`src/rtl/fault_detector.sv`:
```
// fault_detector
// Lockstep checker comparing a reference ALU against a DUT ALU. Every cycle
// it can accept one golden/faulty result pair. It counts accepted samples and
// mismatches, captures details of the first fault, and requests a halt once
// THRESH mismatches have been seen.
//
// Handshake: there is no backpressure. A sample is consumed in the cycle where
// sample_valid=1, enable=1, clear=0, and the FSM is in MONITOR or DETECTED.
// At any other time the sample is dropped.
//
// Ports
//   clk, rst            clock, synchronous active-high reset
//   enable              monitoring enable (IDLE->MONITOR, gates acceptance)
//   clear               synchronous soft clear back to IDLE
//   sample_valid        golden/faulty pair present this cycle
//   golden_*/faulty_*   result (32), zero flag (1), ALU control (3)
//   mismatch            one-cycle pulse per accepted mismatching sample
//   fault_detected      sticky first-fault flag
//   halt_req            high while in HALT
//   state               IDLE=00 MONITOR=01 DETECTED=10 HALT=11 (debug/status)
//   sample_count        accepted samples (wraps)
//   mismatch_count      accepted mismatches (saturates at 255)
//   first_*             capture of the first fault
//   fault_class         00 none, 01 data, 10 control, 11 both
module fault_detector #(
    parameter int THRESH = 4,
    parameter int CNT_W  = 16
) (
    input  logic             clk,
    input  logic             rst,
    input  logic             enable,
    input  logic             clear,
    input  logic             sample_valid,
    input  logic [31:0]      golden_result,
    input  logic [31:0]      faulty_result,
    input  logic             golden_zero,
    input  logic             faulty_zero,
    input  logic [2:0]       golden_ctrl,
    input  logic [2:0]       faulty_ctrl,
    output logic             mismatch,
    output logic             fault_detected,
    output logic             halt_req,
    output logic [1:0]       state,
    output logic [CNT_W-1:0] sample_count,
    output logic [7:0]       mismatch_count,
    output logic [CNT_W-1:0] first_index,
    output logic [31:0]      first_golden,
    output logic [31:0]      first_faulty,
    output logic [31:0]      first_syndrome,
    output logic [1:0]       fault_class
);

    typedef enum logic [1:0] {
        S_IDLE     = 2'b00,
        S_MONITOR  = 2'b01,
        S_DETECTED = 2'b10,
        S_HALT     = 2'b11
    } state_t;

    state_t           state_q, state_d;
    logic             mismatch_q, mismatch_d;
    logic             fault_detected_q, fault_detected_d;
    logic             halt_req_q, halt_req_d;
    logic [CNT_W-1:0] sample_count_q, sample_count_d;
    logic [7:0]       mismatch_count_q, mismatch_count_d;
    logic [CNT_W-1:0] first_index_q, first_index_d;
    logic [31:0]      first_golden_q, first_golden_d;
    logic [31:0]      first_faulty_q, first_faulty_d;
    logic [31:0]      first_syndrome_q, first_syndrome_d;
    logic [1:0]       fault_class_q, fault_class_d;

    logic       data_mis;
    logic       ctrl_mis;
    logic       accept;
    logic [7:0] mcount_inc;

    assign data_mis = (golden_result != faulty_result) || (golden_zero != faulty_zero);
    assign ctrl_mis = (golden_ctrl != faulty_ctrl);

    // clear outranks acceptance, so it is folded into the accept term here.
    assign accept = sample_valid && enable && !clear &&
                    ((state_q == S_MONITOR) || (state_q == S_DETECTED));

    assign mcount_inc = (mismatch_count_q == 8'hFF) ? 8'hFF : mismatch_count_q + 8'd1;

    always_comb begin
        state_d          = state_q;
        mismatch_d       = 1'b0;
        fault_detected_d = fault_detected_q;
        sample_count_d   = sample_count_q;
        mismatch_count_d = mismatch_count_q;
        first_index_d    = first_index_q;
        first_golden_d   = first_golden_q;
        first_faulty_d   = first_faulty_q;
        first_syndrome_d = first_syndrome_q;
        fault_class_d    = fault_class_q;

        if (clear) begin
            state_d          = S_IDLE;
            fault_detected_d = 1'b0;
            sample_count_d   = '0;
            mismatch_count_d = '0;
            first_index_d    = '0;
            first_golden_d   = '0;
            first_faulty_d   = '0;
            first_syndrome_d = '0;
            fault_class_d    = 2'b00;
        end else begin
            case (state_q)
                S_IDLE: begin
                    if (enable) state_d = S_MONITOR;
                end
                S_MONITOR, S_DETECTED: begin
                    if (accept) begin
                        sample_count_d = sample_count_q + {{(CNT_W-1){1'b0}}, 1'b1};
                        if (data_mis || ctrl_mis) begin
                            mismatch_d       = 1'b1;
                            mismatch_count_d = mcount_inc;
                            // Capture only the very first fault; later faults leave it intact.
                            if (!fault_detected_q) begin
                                fault_detected_d = 1'b1;
                                first_index_d    = sample_count_q;
                                first_golden_d   = golden_result;
                                first_faulty_d   = faulty_result;
                                first_syndrome_d = golden_result ^ faulty_result;
                                fault_class_d    = {ctrl_mis, data_mis};
                            end
                            // With THRESH=1 this takes MONITOR straight to HALT.
                            if (mcount_inc >= 8'(THRESH)) state_d = S_HALT;
                            else                          state_d = S_DETECTED;
                        end
                    end
                end
                default: ; // HALT: frozen until clear or rst
            endcase
        end

        halt_req_d = (state_d == S_HALT);
    end

    always_ff @(posedge clk) begin
        if (rst) begin
            state_q          <= S_IDLE;
            mismatch_q       <= 1'b0;
            fault_detected_q <= 1'b0;
            halt_req_q       <= 1'b0;
            sample_count_q   <= '0;
            mismatch_count_q <= '0;
            first_index_q    <= '0;
            first_golden_q   <= '0;
            first_faulty_q   <= '0;
            first_syndrome_q <= '0;
            fault_class_q    <= 2'b00;
        end else begin
            state_q          <= state_d;
            mismatch_q       <= mismatch_d;
            fault_detected_q <= fault_detected_d;
            halt_req_q       <= halt_req_d;
            sample_count_q   <= sample_count_d;
            mismatch_count_q <= mismatch_count_d;
            first_index_q    <= first_index_d;
            first_golden_q   <= first_golden_d;
            first_faulty_q   <= first_faulty_d;
            first_syndrome_q <= first_syndrome_d;
            fault_class_q    <= fault_class_d;
        end
    end

    assign state          = state_q;
    assign mismatch       = mismatch_q;
    assign fault_detected = fault_detected_q;
    assign halt_req       = halt_req_q;
    assign sample_count   = sample_count_q;
    assign mismatch_count = mismatch_count_q;
    assign first_index    = first_index_q;
    assign first_golden   = first_golden_q;
    assign first_faulty   = first_faulty_q;
    assign first_syndrome = first_syndrome_q;
    assign fault_class    = fault_class_q;

endmodule

```
`config.mk`:
```
export PLATFORM = sky130hd
export DESIGN_NAME = fault_detector
export DESIGN_NICKNAME = d
export VERILOG_FILES = /design/src/rtl/fault_detector.sv
export SDC_FILE = /design/constraint.sdc
export NUM_CORES = 1
export LEC_CHECK = 0
export ABC_CLOCK_PERIOD_IN_PS = 4900
export BUFFER_PORTS_ARGS = -buffer_cell sky130_fd_sc_hd__buf_2
export CORE_ASPECT_RATIO = 1.2
export CORE_MARGIN = 8
export CORE_UTILIZATION = 54
export DETAILED_ROUTE_END_ITERATION = 10
export GPL_TIMING_DRIVEN = 0
export PLACE_DENSITY = 0.87
export SLEW_MARGIN = 10
export SYNTH_ARGS = -nofsm -noshare
export SYNTH_HDL_FRONTEND = slang
export SYNTH_SLANG_ARGS = --single-unit
```
`constraint.sdc`:
```
create_clock -name clk -period 4.9 [get_ports clk]
set_input_delay 0.245 -clock clk [delete_from_list [all_inputs] [get_ports clk]]
set_output_delay 0.245 -clock clk [all_outputs]
set_load 0.01 [all_outputs]
```
==> results of run 1 <==
worst reg2reg max path: cells and delay by family (launching register included):
kind / cells / cell delay, ns
AO/OA/AOI/OAI: 1 / 0.48
adder cells (fa/ha/maj): 1 / 0.40
buffers and inverters: 4 / 0.84
flip-flops: 1 / 0.37
multiplexers: 1 / 0.23
AND/OR/NAND/NOR: 1 / 0.20
power breakdown:
group | internal (mW) | switching (mW) | total (mW)
logic | 0.0584 | 0.119 | 0.178
clock network | 0.841 | 0.530 | 1.37
registers | 1.16 | 0.00121 | 1.17
sequential cells by signal, indices dropped and copies added, names as in the netlist, 2 cells and up:
name	count
first_faulty	32
mismatch_count	8
first_index	16
first_syndrome	32
state	2
sample_count	16
first_golden	32
fault_class	2
metrics by stage:
stage | area (sq um) | power, mW | std cells | setup slack (ns)
after floorplan | 6430 | 1.28 | 735 | 2.84
after global placement | 7720 | 1.36 | 1111 | 2.25
after detailed placement | 7720 | 1.37 | 1111 | 2.22
after CTS | 8350 | 2.72 | 1143 | 2.24
after global routing | 8350 | 2.79 | 1143 | 2.13
final | 8350 | 2.71 | 1143 | 2.29
layout by cell type, fill, tap and decap left out, types with 3 or more instances in the layout:
cell,synthesis,final
nor2_1,28,28
inv_1,10,10
xnor2_1,8,8
a21oi_1,10,10
clkbuf_1,35,35
xor2_1,44,44
and3_1,8,8
nand3_1,10,10
dfxtp_1,143,143
nand4_1,9,9
bufinv_16,0,3
nor4_1,6,6
buf_2,4,223
and4_1,3,3
o21ai_0,6,6
nand2_1,241,241
inv_6,0,5
o211ai_1,4,4
buf_6,8,8
ha_1,4,4
mux2i_1,113,113
clkbuf_16,0,17
a211oi_1,9,9
kinds of logic after synthesis:
| group | share of synthesized area |
|---|---|
| flip-flops | 0.445 |
| multiplexers | 0.176 |
| buffers and inverters | 0.0445 |
| AO/OA/AOI/OAI | 0.0498 |
| adder cells (fa/ha/maj) | 0.00778 |
| XOR/XNOR | 0.0708 |
| AND/OR/NAND/NOR | 0.206 |
area by class of cell:
class                           instances  share of cell area
Buffer                                 48              0.0298
Clock buffer                           19              0.0542
Clock inverter                         13              0.0210
Inverter                               10             0.00449
Multi-Input combinational cell        534               0.393
Sequential cell                       143               0.343
Tap cell                              157              0.0235
Timing Repair Buffer                  219               0.131
final timing paths:
check / depth (start not counted) / slack (ns) / endpoint / startpoint
worst min-delay path: 3 / 0.09 / first_golden[13] / golden_result[13]
worst max register to register: 8 / 2.29 / first_syndrome[5] / state[0]
worst max-delay path: 8 / 2.29 / first_syndrome[5] / state[0]
worst min register to register: 2 / 0.45 / first_index[5] / first_index[5]
per-layer routing:
metal | wire (um) | up-vias | share of wire
met2 | 10400 | 264 | 0.50
met4 | 422 | 0 | 0.020
met5 | 0 | - | 0
li1 | - | 2923 | -
met1 | 7840 | 2881 | 0.38
met3 | 2090 | 36 | 0.10
==> metrics.yaml, run 1 <==
logic_synthesis:
  synth_top_area_frac: 0.445
  synthTopCellsByArea: "dfxtp_1 (45%), mux2i_1 (18%), nand2_1 (14%)"
  synth_commonest_cells: "nand2_1 (241), dfxtp_1 (143), mux2i_1 (113)"
  avgSynthCellArea_sq_um: 8.75
  yosysMostFrequentCell: "nand2_1"
  syn_area_sq_mm: 0.00643
  synth_ff_type: "dfxtp_1"
  synthesis.nets: 816
  synth_top_cell_by_area: "dfxtp_1"
  synth_cell_types: 45
  synth_edf_count: 0
  yosysWarningCount: 0
  postSynthCellCount: 735
  async_flop_share: 0
  ys_seq_area_frac: 0.445
  synth.ff_latch_count: 143
placement:
  dp_hpwl_um: 15900
  io_buffers: 219
  gp_congestion: 0.895
cells_and_area:
  final_nets: 1054
  register_area_sq_mm: 0.00286
  diodes: 0
  multi_input_area_sq_mm: 0.00328
  utilization: 0.722
  layout-drive-gt1-share: 0.274
  syn2layout_area_growth_pct: 29.9
  fillers: 877
grt:
  grt_overflow: 0
  grt_pass1_wl_um: 31700
  grt_pass1_vias: 6191
  gr-max-usage-layer: "met2"
  grt_max_degree: 17
  use_met2: 0.462
  antenna_found_initial: 0
  grt_use_met1: 0.269
  gr-usage-all-layers: 0.258
  grt_use_met3: 0.0923
setup_path:
  startpoint_type: "flip-flop"
  path_max_fanout: 10
  cp_slowest_cell: "a211oi_2"
  arrival_ns: 2.93
  cp-end-kind: "flip-flop"
  critPathBufInv: 4
  criticalPathCategory: "reg -> reg"
  critPathMaxStageDelay_ns: 0.48
  crit_required_ns: 5.23
  crit_chain: "inv_1 -> ha_1 -> nand4b_1 -> clkbuf_1 -> a211oi_2 -> buf_6 -> buf_6 -> mux2i_1"
  path_common_cell: "buf_6"
  crit_family: "buffers and inverters"
floorplan:
  io_pins: 220
  die_w_um: 116
  core-area_sq_mm: 0.0116
  die_h_um: 136
  num_rows: 43
  initial_core_util: 0.556
  die_area_sq_mm: 0.0157
sta:
  holdWs_ns: 0.0885
  fmax_mhz: 384
  setup_tns_ns: 0
  report.final.slew_viol_count: 0
  fin_crit_ns: 2.61
  tightest_slew_ns: 0.710
  hold_violations: 0
  period_share: 0.532
  rsz0062_at_grt: "no"
  slew_headroom: 0.525
  finalSetupViolations: 0
  finalClockSkew_ns: 0.00943
detailed_routing:
  first_iter_violations: 403
  avgViaCountPerCell: 5.34
  drc: 0
  routed-via-count: 6104
  first_pass_iters: 6
  drt_wl_total_um: 20700
  antenna_left: 0
  wl_per_cell_um: 18.1
pwr:
  leakagePower_nw: 3.54
  peakVddDrop_v: 0.000208
  powerDensity_mw_per_mm2: 325
cts:
  clk_path_buf_depth: 2
  clk_pin_slew_worst_paths_ns: 0.06
  cts_hold_buf: 0
  cts.sinks: 143
  cts-htree-levels: 4
  cts_resized: 0
  post_cts_buffers: 0
  cts_tree: "yes"
  cts_buffers: 17
  clk_latency_ns: 0.41
  ctsRootBufferMaster: "clkbuf_16"
flow_run:
  maxCapViolations: 0
status:
  status: "completed"
min_path:
  hold_class: "in -> reg"
(Power assumes the default switching activity.)
==> run 2: changes to the inputs <==
--- a/config.mk
+++ b/config.mk
@@ -5,14 +5,14 @@
 export SDC_FILE = /design/constraint.sdc
 export NUM_CORES = 1
 export LEC_CHECK = 0
-export ABC_CLOCK_PERIOD_IN_PS = 4900
+export ABC_CLOCK_PERIOD_IN_PS = 2650
 export BUFFER_PORTS_ARGS = -buffer_cell sky130_fd_sc_hd__buf_2
 export CORE_ASPECT_RATIO = 1.2
 export CORE_MARGIN = 8
-export CORE_UTILIZATION = 54
+export CORE_UTILIZATION = 50
 export DETAILED_ROUTE_END_ITERATION = 10
 export GPL_TIMING_DRIVEN = 0
-export PLACE_DENSITY = 0.87
+export PLACE_DENSITY = 0.82
 export SLEW_MARGIN = 10
 export SYNTH_ARGS = -nofsm -noshare
 export SYNTH_HDL_FRONTEND = slang
==> constraint.sdc (replaced) <==
create_clock -name clk -period 2.65 [get_ports clk]
set_input_delay 0.1325 -clock clk [delete_from_list [all_inputs] [get_ports clk]]
set_output_delay 0.1325 -clock clk [all_outputs]
set_load 0.01 [all_outputs]
==> run 2 against run 1 <==
  * Critical path depth is 3 higher
  * Non-clock buffer count grew 57
  * Global-route usage up 0.084 points
  * Final cell count grew 5.7%
  * Largest cell class unchanged
  * Sequential share of layout area down 2.3 points
  * Combinational power grew 130%
  * Power increased by 83%
  * First-iteration DRC count grew 17%
  * Hold slack got worse by 0.081 ns
==> metrics.yaml, run 2 (synthesis results as in run 1) <==
sta:
  period_share: 0.975
  finalSetupViolations: 0  # unchanged
  hold_violations: 0  # unchanged
  finalClockSkew_ns: 0.00775  # was 0.00943 ns
  slew_headroom: 0.563  # was 0.525
  fmax_mhz: 387
  report.final.slew_viol_count: 0  # unchanged
  setup_tns_ns: 0  # unchanged
  fin_crit_ns: 2.58
  rsz0062_at_grt: "no"  # unchanged
  tightest_slew_ns: 0.655  # was 0.710 ns
setup_path:
  path_depth: 11  # was 8
  r2r_end: "first_faulty[7]"  # was first_syndrome[5]
  path_common_cell: "buf_6"  # unchanged
  crit_chain: "dlygate4sd3_1 -> buf_2 -> xor2_1 -> nor4_1 -> and4_1 -> and3_1 -> buf_4 -> a211oi_4 -> buf_6 -> buf_6 -> mux2i_2"  # was inv_1 -> ha_1 -> nand4b_1 -> clkbuf_1 -> a211oi_2 -> buf_6 -> buf_6 -> mux2i_1
  crit_required_ns: 2.97  # was 5.23 ns
  arrival_ns: 2.91  # was 2.93 ns
  critPathMaxStageDelay_ns: 0.55  # was 0.48 ns
  critPathBufInv: 5  # was 4
  r2r-start: "state[0]"  # unchanged
  critPathCapture: "first_faulty[7]"  # was first_syndrome[5]
  cp-end-kind: "flip-flop"  # unchanged
  cp_slowest_cell: "dlygate4sd3_1"  # was a211oi_2
  rrSetupSlack_ns: 0.18  # was 2.29 ns
  worstRegToRegCells: 8  # unchanged
  startpoint_type: "primary input"  # was flip-flop
  path_max_fanout: 10  # unchanged
  critPathLaunch: "golden_result[14]"  # was state[0]
  criticalPathCategory: "in -> reg"  # was reg -> reg
  crit_family: "buffers and inverters"  # unchanged
placement:
  dp_hpwl_um: 15700  # was 15900 um
  io_buffers: 219  # unchanged
  gp_congestion: 0.901  # was 0.895
grt:
  grt_use_met3: 0.0953  # was 0.0923
  gr-max-usage-layer: "met2"  # unchanged
  grt_pass1_wl_um: 34900  # was 31700 um
  grt_pass1_vias: 6648  # was 6191
  grt_use_met1: 0.277  # was 0.269
  grt_overflow: 0  # unchanged
  antenna_found_initial: 1  # was 0
  use_met2: 0.453  # was 0.462
  grt_max_degree: 17  # unchanged
  gr-usage-all-layers: 0.259  # was 0.258
detailed_routing:
  first_iter_violations: 472  # was 403
  drc: 0  # unchanged
  first_pass_iters: 5  # was 6
  routed-via-count: 6376  # was 6104
  avgViaCountPerCell: 5.28  # was 5.34
  wl_per_cell_um: 18.5  # was 18.1 um
  antenna_left: 0  # unchanged
  drt_wl_total_um: 22300  # was 20700 um
pwr:
  comb_power_share: 0.082  # was 0.065
  leakagePower_nw: 3.77  # was 3.54 nW
  peakVddDrop_v: 0.000366  # was 0.000208 V
  clockPowerShare: 0.484  # was 0.505
  sw_frac_of_total: 0.243  # was 0.240
  powerDensity_mw_per_mm2: 555  # was 325 mW/mm^2
  power_mw: 4.97  # was 2.71 mW
  power_frac_seq: 0.434  # was 0.429
  p_int_mw: 3.76  # was 2.06 mW
  p_switching_mw: 1.21  # was 0.650 mW
cts:
  clk_path_buf_depth: 2  # unchanged
  cts-htree-levels: 4  # unchanged
  cts.sinks: 143  # unchanged
  cts_tree: "yes"  # unchanged
  clk_latency_ns: 0.41  # about the same
  clk_pin_slew_worst_paths_ns: 0.07  # was 0.06 ns
  cts_buffers: 17  # unchanged
  ctsRootBufferMaster: "clkbuf_16"  # unchanged
floorplan:
  core-area_sq_mm: 0.0126  # was 0.0116 sq mm
  io_pins: 220  # unchanged
  initial_core_util: 0.510  # was 0.556
  num_rows: 45  # was 43
  die_w_um: 120  # was 116 um
  die_h_um: 140  # was 136 um
  die_area_sq_mm: 0.0168  # was 0.0157 sq mm
cells_and_area:
  final_cell_mix: "nand2_1 (241), buf_2 (222), dfxtp_1 (143)"  # was nand2_1 (241), buf_2 (223), dfxtp_1 (143)
  layout_commonest_cell: "nand2_1"  # unchanged
  layout-drive-gt1-share: 0.266  # was 0.274
  final_nets: 1111  # was 1054
  syn2layout_area_growth_pct: 39.1  # was 29.9%
  fillers: 971  # was 877
min_path:
  hold_class: "in -> reg"  # unchanged
status:
  status: "completed"  # unchanged
flow_run:
  maxCapViolations: 0  # unchanged
-- run 2: cell types whose count changed in the layout (fill, tap and decap cells not counted), sizes merged --
cell / previous run / this run
bufinv: 3 / 2
clkbuf: 54 / 56
clkinv: 3 / 6
clkinvlp: 1 / 2
diode: 0 / 1
dlygate4sd3: 0 / 56
inv: 16 / 12
-- run 2: power groups by stage --
stage / clock (mW) / sequential [mW] / combinational, mW
2_1_floorplan: 0 / 2.20 / 0.158
3_3_place_gp: 0 / 2.20 / 0.320
3_5_place_dp: 0 / 2.20 / 0.323
4_1_cts: 2.42 / 2.15 / 0.393
5_1_grt: 2.51 / 2.15 / 0.436
6_report: 2.40 / 2.16 / 0.407
-- run 2: layer usage --
metal  share of wire  wire [um]  vias to the layer above
met5               0          0                        -
met1            0.37       8310                     2991
met4           0.030        667                        0
li1                -          -                     3029
met2            0.50      11300                      307
met3           0.094       2100                       49
-- run 2: cell type report --
cell class | count | area, sq um | share of cell area
diodes | 1 | 2.50 | 0.000280
plain buffers | 48 | 253 | 0.0283
clock buffers | 20 | 457 | 0.0510
clock inverters | 12 | 134 | 0.0150
inverters | 10 | 37.5 | 0.00420
multi-input cells | 534 | 3330 | 0.372
flip-flops and latches | 143 | 2860 | 0.320
well taps | 164 | 205 | 0.0229
repair buffers | 276 | 1660 | 0.186
-- run 2: worst min path at each step --
| stage | slack (ns) | end | start | depth (start not counted) |
|---|---|---|---|---|
| after detailed placement | 0.41 | first_faulty[5] | faulty_result[5] | 3 |
| after CTS | 0.0006 | first_golden[24] | golden_result[24] | 3 |
| after global routing | 0.009 | first_golden[19] | golden_result[19] | 3 |
| final | 0.008 | first_faulty[19] | faulty_result[19] | 3 |
| after floorplan | 0.27 | first_faulty[0] | faulty_result[0] | 2 |
| after global placement | 0.40 | first_golden[8] | golden_result[8] | 3 |
-- run 2: timing repair --
item,in CTS,in global routing
gates resized for setup,1,9
hold buffers,55,1
pin swaps,0,1
endpoints found under the hold margin,55,1
endpoints found under the setup margin,2,87
buffers inserted,0,1
-- run 2: metrics by stage --
step	area, sq um	setup slack (ns)	hold WS, ns	utilization	std cells
after floorplan	6430	0.586	0.275	-	735
final	8950	0.0652	0.00761	0.709	1208
after CTS	8880	0.0224	0.000608	0.704	1205
after global placement	7730	0.0463	0.399	0.613	1118
after global routing	8950	0.0114	0.00884	0.709	1208
after detailed placement	7730	0.0226	0.405	0.613	1118
-- run 2: worst min-delay path, cell delays in order --
cell and delay [ns]:
buf_2 0.12, nand2_1 0.06, mux2i_1 0.06
==> run 3: changes to the inputs <==
--- a/config.mk
+++ b/config.mk
@@ -8,7 +8,6 @@
 export ABC_CLOCK_PERIOD_IN_PS = 2650
 export BUFFER_PORTS_ARGS = -buffer_cell sky130_fd_sc_hd__buf_2
 export CORE_ASPECT_RATIO = 1.2
-export CORE_MARGIN = 8
 export CORE_UTILIZATION = 50
 export DETAILED_ROUTE_END_ITERATION = 10
 export GPL_TIMING_DRIVEN = 0
==> run 3 against run 2 <==
  * Critical endpoint unchanged
  * Combinational power increased by 2%
  * Largest power group unchanged
  * Power increased by 0.96%
  * Clock skew increased by 0.0011 ns
  * Critical path type unchanged
  * Sequential share of layout area decreased by 0.23 points
  * Die area decreased by 21%
  * Sequential cell count unchanged
  * Critical path depth unchanged
  * Clock-buffer cell count decreased by 2
  * Highest routed layer unchanged
==> metrics.yaml, run 3 (synthesis results as in run 1) <==
status:
  status: "completed"  # unchanged
cts:
  ctsRootBufferMaster: "clkbuf_16"  # unchanged
  clk_pin_slew_worst_paths_ns: 0.07  # about the same
  cts_buffers: 17  # unchanged
  clk_latency_ns: 0.42  # was 0.41 ns
  cts.sinks: 143  # unchanged
  cts-htree-levels: 4  # unchanged
  cts_tree: "yes"  # unchanged
  post_cts_buffers: 0  # unchanged
  clk_path_buf_depth: 2  # unchanged
setup_path:
  cp_slowest_cell: "dlygate4sd3_1"  # unchanged
  rrSetupSlack_ns: 0.13  # was 0.18 ns
  crit_required_ns: 2.98  # was 2.97 ns
  criticalPathCategory: "in -> reg"  # unchanged
  cp-end-kind: "flip-flop"  # unchanged
  startpoint_type: "primary input"  # unchanged
  arrival_ns: 2.90  # was 2.91 ns
  path_common_cell: "buf_6"  # unchanged
  path_max_fanout: 10  # unchanged
  crit_chain: "dlygate4sd3_1 -> buf_2 -> xor2_1 -> or4_1 -> nor3_2 -> and3_1 -> buf_4 -> a211oi_4 -> buf_6 -> buf_6 -> mux2i_2"  # was dlygate4sd3_1 -> buf_2 -> xor2_1 -> nor4_1 -> and4_1 -> and3_1 -> buf_4 -> a211oi_4 -> buf_6 -> buf_6 -> mux2i_2
  critPathMaxStageDelay_ns: 0.55  # about the same
grt:
  grt_pass1_wl_um: 32700  # was 34900 um
  grt_max_degree: 17  # unchanged
  grt_overflow: 0  # unchanged
  gr-usage-all-layers: 0.317  # was 0.259
  antenna_found_initial: 0  # was 1
  grt_pass1_vias: 6496  # was 6648
  use_met2: 0.552  # was 0.453
  gr-max-usage-layer: "met2"  # unchanged
  grt_use_met1: 0.356  # was 0.277
  grt_use_met3: 0.0782  # was 0.0953
pwr:
  leakagePower_nw: 3.79  # was 3.77 nW
  comb_power_share: 0.083  # was 0.082
  power_frac_seq: 0.430  # was 0.434
  powerDensity_mw_per_mm2: 556  # was 555 mW/mm^2
  p_switching_mw: 1.26  # was 1.21 mW
  p_int_mw: 3.75  # was 3.76 mW
  peakVddDrop_v: 0.000364  # was 0.000366 V
  sw_frac_of_total: 0.251  # was 0.243
  clockPowerShare: 0.487  # was 0.484
floorplan:
  io_pins: 220  # unchanged
  core-area_sq_mm: 0.0126  # unchanged
  num_rows: 45  # unchanged
  die_area_sq_mm: 0.0133  # was 0.0168 sq mm
  die_h_um: 126  # was 140 um
  die_w_um: 106  # was 120 um
  initial_core_util: 0.510  # unchanged
detailed_routing:
  first_pass_iters: 5  # unchanged
  drc: 0  # unchanged
  avgViaCountPerCell: 5.37  # was 5.28
  wl_per_cell_um: 17.5  # was 18.5 um
  drt_wl_total_um: 21100  # was 22300 um
  first_iter_violations: 379  # was 472
  antenna_left: 0  # unchanged
  routed-via-count: 6504  # was 6376
cells_and_area:
  final_nets: 1116  # was 1111
  diodes: 0  # was 1
  instances_no_fill: 1211  # was 1208
  utilization: 0.714  # was 0.709
  syn2layout_area_growth_pct: 40.1  # was 39.1%
  fillers: 983  # was 971
  layout_commonest_cell: "nand2_1"  # unchanged
  multi_input_area_sq_mm: 0.00334  # was 0.00333 sq mm
  final_cell_mix: "nand2_1 (241), buf_2 (223), dfxtp_1 (143)"  # was nand2_1 (241), buf_2 (222), dfxtp_1 (143)
  layout-drive-gt1-share: 0.266  # about the same
  postLayoutCellArea_sq_mm: 0.00901  # was 0.00895 sq mm
  register_area_sq_mm: 0.00286  # unchanged
sta:
  period_share: 0.970  # was 0.975
  slew_headroom: 0.576  # was 0.563
  holdWs_ns: 0.0227  # was 0.00761 ns
  rsz0062_at_grt: "no"  # unchanged
  hold_violations: 0  # unchanged
  fmax_mhz: 389  # was 387 MHz
  report.final.slew_viol_count: 0  # unchanged
  fin_crit_ns: 2.57  # was 2.58 ns
  setup_tns_ns: 0  # unchanged
  finalClockSkew_ns: 0.00889  # was 0.00775 ns
  tightest_slew_ns: 0.636  # was 0.655 ns
  finalSetupViolations: 0  # unchanged
placement:
  gp_congestion: 0.893  # was 0.901
  dp_hpwl_um: 14000  # was 15700 um
  dpl_cell_area_sq_mm: 0.00773  # unchanged
  dp_cells: 1118  # unchanged
  io_buffers: 219  # unchanged
flow_run:
  maxCapViolations: 0  # unchanged
min_path:
  hold_class: "in -> reg"  # unchanged
[run 3: path summary, 6_finish.rpt]
| check | cells past startpoint | to | from |
|---|---|---|---|
| worst max-delay path | 11 | first_faulty[7] | faulty_result[31] |
| worst min-delay path | 3 | first_golden[30] | golden_result[30] |
| worst max register to register | 7 | halt_req | state[0] |
| worst min register to register | 2 | first_index[9] | first_index[9] |
[run 3: what timing repair did]
action	CTS	global route
endpoints found under the setup margin	3	36
pin swaps	0	1
endpoints found under the hold margin	62	0
gates resized for setup	1	11
hold buffers	62	0
[run 3: stage by stage]
step	power, mW	setup slack (ns)
2_1_floorplan	2.36	0.586
3_3_place_gp	2.52	0.0335
3_5_place_dp	2.52	0.00159
4_1_cts	5.00	0.0674
5_1_grt	5.16	0.00176
6_report	5.01	0.0798
[run 3: layer usage]
metal	routed length (um)	part of all wire
met4	783	0.037
met2	10600	0.50
met1	8130	0.38
met5	0	0
met3	1590	0.075
[run 3: final cells by class]
class,instances,share of cell area
Timing Repair Buffer,281,0.191
Clock buffer,18,0.0487
Clock inverter,13,0.0172
Inverter,10,0.00417
Buffer,48,0.0278
Multi-Input combinational cell,534,0.371
Tap cell,164,0.0228
Sequential cell,143,0.318
[run 3: power groups by stage]
stage	Combinational [mW]	Sequential [mW]	Clock [mW]
after global placement	0.318	2.20	0
after global routing	0.438	2.15	2.57
final	0.415	2.15	2.44
after detailed placement	0.321	2.20	0
after CTS	0.394	2.15	2.45
after floorplan	0.158	2.20	0
[run 3: worst max-delay path: cells and delay by family]
family,cells,cell delay (ns)
buffers and inverters,5,1.30
AND/OR/NAND/NOR,3,0.45
AO/OA/AOI/OAI,1,0.38
XOR/XNOR,1,0.34
multiplexers,1,0.28
